File: src/rtl/spu_isa_pkg.sv
// SPU instruction-set helpers: opcode constants, field positions and
// the pipe-class / register-usage decode shared by the issue front end.
package spu_isa_pkg;

    typedef enum logic {PIPE_EVEN, PIPE_ODD} pipe_e;

    localparam int RR_OP_LSB   = 21;
    localparam int RI16_OP_LSB = 23;
    localparam int RI10_OP_LSB = 24;
    localparam int RB_LSB      = 14;
    localparam int RA_LSB      = 7;
    localparam int RT_LSB      = 0;
    localparam int REG_W       = 7;

    localparam logic [10:0] OP_A      = 11'b00011000000;
    localparam logic [10:0] OP_SF     = 11'b00001000000;
    localparam logic [10:0] OP_AND    = 11'b00011000001;
    localparam logic [10:0] OP_OR     = 11'b00001000001;
    localparam logic [10:0] OP_NOP    = 11'b01000000001;
    localparam logic [10:0] OP_LNOP   = 11'b00000000001;
    localparam logic [10:0] OP_SHLQBI = 11'b00111011011;
    localparam logic [8:0]  OP_IL     = 9'b010000001;
    localparam logic [8:0]  OP_BR     = 9'b001100100;
    localparam logic [7:0]  OP_AI     = 8'b00011100;
    localparam logic [7:0]  OP_LQD    = 8'b00110100;
    localparam logic [7:0]  OP_STQD   = 8'b00100100;

    function automatic logic [10:0] op11(input logic [31:0] i);
        return i[31:RR_OP_LSB];
    endfunction

    function automatic logic [8:0] op9(input logic [31:0] i);
        return i[31:RI16_OP_LSB];
    endfunction

    function automatic logic [7:0] op8(input logic [31:0] i);
        return i[31:RI10_OP_LSB];
    endfunction

    // RR forms that actually carry ra/rb operands (nop/lnop do not)
    function automatic logic is_rr_alu(input logic [31:0] i);
        return op11(i) == OP_A || op11(i) == OP_SF || op11(i) == OP_AND
            || op11(i) == OP_OR || op11(i) == OP_SHLQBI;
    endfunction

    function automatic pipe_e pipe_class(input logic [31:0] i);
        logic odd;
        odd = op11(i) == OP_LNOP || op11(i) == OP_SHLQBI
           || op8(i) == OP_LQD || op8(i) == OP_STQD || op9(i) == OP_BR;
        return odd ? PIPE_ODD : PIPE_EVEN;
    endfunction

    function automatic logic writes_rt(input logic [31:0] i);
        return is_rr_alu(i) || op8(i) == OP_AI
            || op8(i) == OP_LQD || op9(i) == OP_IL;
    endfunction

    function automatic logic reads_reg(input logic [31:0] i,
                                       input logic [REG_W-1:0] r);
        logic ra_hit;
        logic rb_hit;
        logic rt_hit;
        ra_hit = i[RA_LSB +: REG_W] == r;
        rb_hit = i[RB_LSB +: REG_W] == r;
        rt_hit = i[RT_LSB +: REG_W] == r;
        return (is_rr_alu(i) && (ra_hit || rb_hit))
            || ((op8(i) == OP_AI || op8(i) == OP_LQD) && ra_hit)
            || (op8(i) == OP_STQD && (ra_hit || rt_hit));
    endfunction

endpackage

File: src/rtl/spu_issue_buffer_if.sv
// Fetch-beat and issue-slot bundles for the SPU issue buffer.
interface spu_fetch_if #(parameter int WIDTH = 32);
    logic             valid;
    logic             ready;
    logic [WIDTH-1:0] pc;
    logic [WIDTH-1:0] instr0;
    logic [WIDTH-1:0] instr1;

    modport master (output valid, pc, instr0, instr1, input ready);
    modport slave  (input valid, pc, instr0, instr1, output ready);
endinterface

interface spu_issue_if #(parameter int WIDTH = 32);
    logic             stall;
    logic             ev_valid;
    logic [WIDTH-1:0] ev_instr;
    logic [WIDTH-1:0] ev_pc;
    logic             od_valid;
    logic [WIDTH-1:0] od_instr;
    logic [WIDTH-1:0] od_pc;

    modport master (input stall,
                    output ev_valid, ev_instr, ev_pc,
                    output od_valid, od_instr, od_pc);
    modport slave  (output stall,
                    input ev_valid, ev_instr, ev_pc,
                    input od_valid, od_instr, od_pc);
endinterface

File: src/rtl/spu_issue_buffer_pair_check.sv
// Dual-issue decision for the two head words of the issue queue.
module spu_pair_check
    import spu_isa_pkg::*;
#(
    parameter int CW      = 4,
    parameter int REGBITS = 7
) (
    input  logic [31:0]   h0_instr_i,
    input  logic          h0_pc2_i,
    input  logic [31:0]   h1_instr_i,
    input  logic [CW-1:0] count_i,
    output logic          dual_o,
    output logic          single_o,
    output logic          h0_odd_o
);

    logic hazard;
    logic h0_even;
    logic h1_odd;

    assign hazard  = writes_rt(h0_instr_i)
                  && reads_reg(h1_instr_i, h0_instr_i[REGBITS-1:0]);
    assign h0_even = pipe_class(h0_instr_i) == PIPE_EVEN;
    assign h1_odd  = pipe_class(h1_instr_i) == PIPE_ODD;
    assign h0_odd_o = !h0_even;

    // pairing only from an aligned beat boundary: even word first
    assign dual_o   = count_i >= CW'(2) && !h0_pc2_i
                   && h0_even && h1_odd && !hazard;
    assign single_o = count_i != '0 && !dual_o;

endmodule

File: src/rtl/spu_issue_buffer.sv
// SPU issue buffer: fetch-beat queue with even/odd dual issue.
// SPU_ISSUE_STATS_EN adds saturating dual/single issue counters.
module spu_issue_buffer
    import spu_isa_pkg::*;
#(
    parameter int WIDTH   = 32,
    parameter int DEPTH   = 8,
    parameter int REGBITS = 7
) (
    input  logic        clk,
    input  logic        reset,
    input  logic        flush_i,
    spu_fetch_if.slave  fetch,
    spu_issue_if.master issue
`ifdef SPU_ISSUE_STATS_EN
    ,
    output logic [31:0] dual_cnt_o,
    output logic [31:0] single_cnt_o
`endif
);

    localparam int AW = $clog2(DEPTH);
    localparam int CW = AW + 1;

    logic [WIDTH-1:0] pc_mem    [DEPTH];
    logic [WIDTH-1:0] instr_mem [DEPTH];

    logic [AW-1:0]    head_q, head_d, tail_q, tail_d, head1;
    logic [CW-1:0]    count_q, count_d, pops;
    logic             push, go, dual, single, h0_odd;

    logic             ev_valid_q, ev_valid_d, od_valid_q, od_valid_d;
    logic [WIDTH-1:0] ev_instr_q, ev_instr_d, ev_pc_q, ev_pc_d;
    logic [WIDTH-1:0] od_instr_q, od_instr_d, od_pc_q, od_pc_d;

    assign fetch.ready = (CW'(DEPTH) - count_q) >= CW'(2);
    assign push  = fetch.valid && fetch.ready && !flush_i;
    assign go    = !issue.stall && !flush_i;
    assign head1 = head_q + AW'(1);

    spu_pair_check #(.CW(CW), .REGBITS(REGBITS)) u_pair (
        .h0_instr_i (instr_mem[head_q]),
        .h0_pc2_i   (pc_mem[head_q][2]),
        .h1_instr_i (instr_mem[head1]),
        .count_i    (count_q),
        .dual_o     (dual),
        .single_o   (single),
        .h0_odd_o   (h0_odd)
    );

    always_comb begin
        pops = '0;
        if (go && dual)
            pops = CW'(2);
        else if (go && single)
            pops = CW'(1);
        head_d  = head_q + pops[AW-1:0];
        tail_d  = push ? tail_q + AW'(2) : tail_q;
        count_d = count_q + (push ? CW'(2) : CW'(0)) - pops;
        if (flush_i) begin
            count_d = '0;
            head_d  = tail_q;
            tail_d  = tail_q;
        end
    end

    always_comb begin
        ev_valid_d = ev_valid_q;
        ev_instr_d = ev_instr_q;
        ev_pc_d    = ev_pc_q;
        od_valid_d = od_valid_q;
        od_instr_d = od_instr_q;
        od_pc_d    = od_pc_q;
        if (flush_i) begin
            ev_valid_d = 1'b0;
            od_valid_d = 1'b0;
        end else if (!issue.stall) begin
            ev_valid_d = 1'b0;
            od_valid_d = 1'b0;
            if (dual || (single && !h0_odd)) begin
                ev_valid_d = 1'b1;
                ev_instr_d = instr_mem[head_q];
                ev_pc_d    = pc_mem[head_q];
            end
            if (dual) begin
                od_valid_d = 1'b1;
                od_instr_d = instr_mem[head1];
                od_pc_d    = pc_mem[head1];
            end else if (single && h0_odd) begin
                od_valid_d = 1'b1;
                od_instr_d = instr_mem[head_q];
                od_pc_d    = pc_mem[head_q];
            end
        end
    end

    always_ff @(posedge clk) begin
        if (push) begin
            pc_mem[tail_q]              <= fetch.pc;
            instr_mem[tail_q]           <= fetch.instr0;
            pc_mem[tail_q + AW'(1)]     <= fetch.pc + WIDTH'(4);
            instr_mem[tail_q + AW'(1)]  <= fetch.instr1;
        end
    end

    always_ff @(posedge clk) begin
        if (reset) begin
            head_q     <= '0;
            tail_q     <= '0;
            count_q    <= '0;
            ev_valid_q <= 1'b0;
            ev_instr_q <= '0;
            ev_pc_q    <= '0;
            od_valid_q <= 1'b0;
            od_instr_q <= '0;
            od_pc_q    <= '0;
        end else begin
            head_q     <= head_d;
            tail_q     <= tail_d;
            count_q    <= count_d;
            ev_valid_q <= ev_valid_d;
            ev_instr_q <= ev_instr_d;
            ev_pc_q    <= ev_pc_d;
            od_valid_q <= od_valid_d;
            od_instr_q <= od_instr_d;
            od_pc_q    <= od_pc_d;
        end
    end

    assign issue.ev_valid = ev_valid_q;
    assign issue.ev_instr = ev_instr_q;
    assign issue.ev_pc    = ev_pc_q;
    assign issue.od_valid = od_valid_q;
    assign issue.od_instr = od_instr_q;
    assign issue.od_pc    = od_pc_q;

`ifdef SPU_ISSUE_STATS_EN
    logic [31:0] dual_cnt_q, dual_cnt_d, single_cnt_q, single_cnt_d;

    always_comb begin
        dual_cnt_d   = dual_cnt_q;
        single_cnt_d = single_cnt_q;
        if (go && dual && dual_cnt_q != '1)
            dual_cnt_d = dual_cnt_q + 32'd1;
        if (go && single && single_cnt_q != '1)
            single_cnt_d = single_cnt_q + 32'd1;
    end

    always_ff @(posedge clk) begin
        if (reset) begin
            dual_cnt_q   <= '0;
            single_cnt_q <= '0;
        end else begin
            dual_cnt_q   <= dual_cnt_d;
            single_cnt_q <= single_cnt_d;
        end
    end

    assign dual_cnt_o   = dual_cnt_q;
    assign single_cnt_o = single_cnt_q;
`endif

`ifndef SYNTHESIS
    // fetch_ready gating keeps the occupancy inside the ring
    a_count_bounds: assert property (@(posedge clk) disable iff (reset)
        count_q <= CW'(DEPTH) && pops <= count_q);
`endif

endmodule

File: src/flat_wrapper.sv
// flat-port wrapper written by rule: the top's interface ports become plain ports
module spu_issue_buffer_flat import spu_isa_pkg::*;
#(
    parameter int WIDTH   = 32,
    parameter int DEPTH   = 8,
    parameter int REGBITS = 7
)
  (clk, reset, flush_i, fetch_valid, fetch_pc, fetch_instr0, fetch_instr1, fetch_ready, issue_stall, issue_ev_valid, issue_ev_instr, issue_ev_pc, issue_od_valid, issue_od_instr, issue_od_pc);
  spu_fetch_if #(.WIDTH(WIDTH)) fetch_i ();
  spu_issue_if #(.WIDTH(WIDTH)) issue_i ();
  input  logic clk;
  input  logic reset;
  input  logic flush_i;
  input wire logic [$bits(fetch_i.valid)-1:0] fetch_valid;
  input wire logic [$bits(fetch_i.pc)-1:0] fetch_pc;
  input wire logic [$bits(fetch_i.instr0)-1:0] fetch_instr0;
  input wire logic [$bits(fetch_i.instr1)-1:0] fetch_instr1;
  output wire logic [$bits(fetch_i.ready)-1:0] fetch_ready;
  input wire logic [$bits(issue_i.stall)-1:0] issue_stall;
  output wire logic [$bits(issue_i.ev_valid)-1:0] issue_ev_valid;
  output wire logic [$bits(issue_i.ev_instr)-1:0] issue_ev_instr;
  output wire logic [$bits(issue_i.ev_pc)-1:0] issue_ev_pc;
  output wire logic [$bits(issue_i.od_valid)-1:0] issue_od_valid;
  output wire logic [$bits(issue_i.od_instr)-1:0] issue_od_instr;
  output wire logic [$bits(issue_i.od_pc)-1:0] issue_od_pc;
  assign fetch_i.valid = fetch_valid;
  assign fetch_i.pc = fetch_pc;
  assign fetch_i.instr0 = fetch_instr0;
  assign fetch_i.instr1 = fetch_instr1;
  assign fetch_ready = fetch_i.ready;
  assign issue_i.stall = issue_stall;
  assign issue_ev_valid = issue_i.ev_valid;
  assign issue_ev_instr = issue_i.ev_instr;
  assign issue_ev_pc = issue_i.ev_pc;
  assign issue_od_valid = issue_i.od_valid;
  assign issue_od_instr = issue_i.od_instr;
  assign issue_od_pc = issue_i.od_pc;
  spu_issue_buffer #(.WIDTH(WIDTH), .DEPTH(DEPTH), .REGBITS(REGBITS)) u_core (.clk(clk), .reset(reset), .flush_i(flush_i), .fetch(fetch_i), .issue(issue_i));
endmodule
File: config.mk
export PLATFORM = sky130hd
export DESIGN_NAME = spu_issue_buffer_flat
export DESIGN_NICKNAME = d
export VERILOG_FILES = /design/src/rtl/spu_isa_pkg.sv /design/src/rtl/spu_issue_buffer_if.sv /design/src/rtl/spu_issue_buffer_pair_check.sv /design/src/rtl/spu_issue_buffer.sv /design/src/flat_wrapper.sv
export SDC_FILE = /design/constraint.sdc
export NUM_CORES = 1
export LEC_CHECK = 0
export ABC_AREA = 1
export CORE_MARGIN = 5
export CORE_UTILIZATION = 30
export CTS_BUF_LIST = sky130_fd_sc_hd__clkbuf_16
export CTS_CLUSTER_SIZE = 16
export DETAILED_ROUTE_END_ITERATION = 6
export PLACE_DENSITY_LB_ADDON = 0.1
export SYNTH_ARGS = -nofsm -noshare
export SYNTH_HDL_FRONTEND = slang
export SYNTH_HIERARCHICAL = 1
export SYNTH_SLANG_ARGS = --single-unit
File: constraint.sdc
create_clock -name clk -period 13.1 [get_ports clk]
set_input_delay 3.93 -clock clk [delete_from_list [all_inputs] [get_ports clk]]
set_output_delay 3.93 -clock clk [all_outputs]
set_load 0.05 [all_outputs]
==> run metrics <==
status completed; postcts setup bufs 0; die area 118000 um2; Critical Path Source Type register; Core Region 111000 um2; routability congestion estimate 0.792; worst-margin pin slew 1300 ps; hpwl dp 69.5 mm; Yosys warning total 6; Static Leak 16.6 nW; initial antenna violation count 8; number of nets in the layout 4384; Setup CP Type register to register; final worst-path cycle share 62.1%; clock skew 24.4 ps; Remaining DRCs 0; Skew-Pair Late Insertion Delay 630 ps; Max Fclk 123 MHz; drt first pass iters 6; worst stage delay on the critical path 800 ps; DR WL/cell 20.3 um; Worst Hold Class register to register; slowest stage cell, crit path dfxtp_4; Rows 122; largest net degree at the start of global routing 237; layout cells sized above 1 4.13%; Post-Layout Cell Count 5824; fin. max-slew vios 0; Most common cell on crit path nand2_1; GRT Overall Usage 19.6%; Worst Setup End Kind register; H-tree Lvls 3; maximum clock path buffer count 3; CTS root buf clkbuf_16; IO Count 232; CP max FO 44; RSZ-0062 raised after global routing false; vias in the first global route 26573; global route total overflow 0; area delta synth->final 17.1%; Placed Instances 5677; Die H 343 um; hold_buf cts 0; max-cap violations 0; total negative setup slack 0 ps; port bufs 231; Final Hold Vio Count 0; CTS tree done; setup violators final 0; CTS Buf Count 78; post_cts resized 0; min Tclk post-route 8140 ps; IR drop worst, VDD 0.0821 mV; CTS clk-pin slew, worst paths 60 ps; Pwr Density 141 nW/um2; Post-Syn Area per Cell 7.99 um2; number of nets with antenna violations after routing 0; Via-to-Cell Ratio 4.79; Worst slew margin 12.7%; DRT Wirelength 118 mm; first-pass GRT wire length 175 mm; Cell Area, Synth 33300 um2; Mapped Nets 4290; clock sinks 643; Critical Path RT 13610 ps; Starting Density 30.2%; Die Wd 343 um; DR iter-0 viols 2193; Gate Count Post-Synth 4175; Worst EP arrival 8650 ps; DR vias 27914
[power breakdown]
part	leakage (nW)	internal, W	switching [W]	total [W]
sequential	5.70	0.00233	0.0000603	0.00239
clock	1.25	0.00121	0.000870	0.00208
combinational	9.67	0.000294	0.000730	0.00102
[worst max-delay path: cells and delay by family, from the launching register on]
kind | cells | cell delay (ps)
flops | 1 | 800
compound gates | 2 | 200
fa+ha+maj | 3 | 1130
simple gates | 15 | 2450
buf+inv | 7 | 3200
xor+xnor | 1 | 160
[registers in the layout, indices dropped and copies added (netlist names), 3 cells and up]
name                   count
u_core/instr_mem         256
u_core/pc_mem            248
u_core/issue.od_instr     32
u_core/issue.ev_pc        32
u_core/head_q              3
u_core/count_q             4
u_core/issue.od_pc        32
u_core/issue.ev_instr     32
[layout make-up]
type / instances / area (um2)
clock inverters: 62 / 422
repair buffers: 263 / 2610
multi-input cells: 2800 / 12400
clock buffers: 79 / 1980
fillers: 11526 / 71500
flip-flops and latches: 643 / 17900
inverters: 483 / 1830
diodes: 6 / 15.0
well taps: 1488 / 1860
[path summary, 6_finish.rpt]
| kind | startpoint | end | slack [ps] | cells after the start |
|---|---|---|---|---|
| worst min-delay path | u_core/issue.ev_instr[24] | u_core/issue.ev_instr[24] | 540 | 2 |
| worst max-delay path | u_core/head_q[2] | u_core/count_q[3] | 4960 | 28 |
| worst max register to register | u_core/head_q[2] | u_core/count_q[3] | 4960 | 28 |
| worst min register to register | u_core/issue.ev_instr[24] | u_core/issue.ev_instr[24] | 540 | 2 |
[through the flow]
stage | instance area, um2 | setup slack, ps | hold slack (ps) | utilization (%) | total power (W)
finish | 39100 | 4960 | 535 | 35.3 | 0.00549
global route | 39000 | 4460 | 554 | 35.3 | 0.00575
CTS | 39000 | 4850 | 534 | 35.3 | 0.00556
detailed placement | 36600 | 4880 | 517 | 33.2 | 0.00346
global placement | 36600 | 5010 | 509 | 33.2 | 0.00347
floorplan | 33300 | 2720 | 503 | - | 0.00309
[layout by cell type, fill, tap and decap left out, drive strengths merged]
master / count
dfxtp: 139
nand4: 9
clkdlybuf4s50: 230
clkinv: 37
nor3: 27
o21ai: 78
nand2: 1477
and2: 33
nor2: 197
a21oi: 78
bufinv: 6
xor2: 23
ha: 11
nor3b: 1
nor4: 1
or2: 2
buf: 33
clkinvlp: 2
xnor2: 19
nand3b: 6
inv: 500
nand3: 835
edfxtp: 504
diode: 6
fa: 3
clkbuf: 79
[metal layers]
metal	vias to the layer above	share of wire [%]	global-route usage (%)	wire, um
met5	-	0.023	0	27
met4	4	1.7	4.19	2060
met3	138	6.5	3.26	7620
met2	793	44	30.7	51900
met1	13309	48	28.6	56600
li1	13670	-	-	-
No activity file was read; power rests on OpenSTA's default activity.
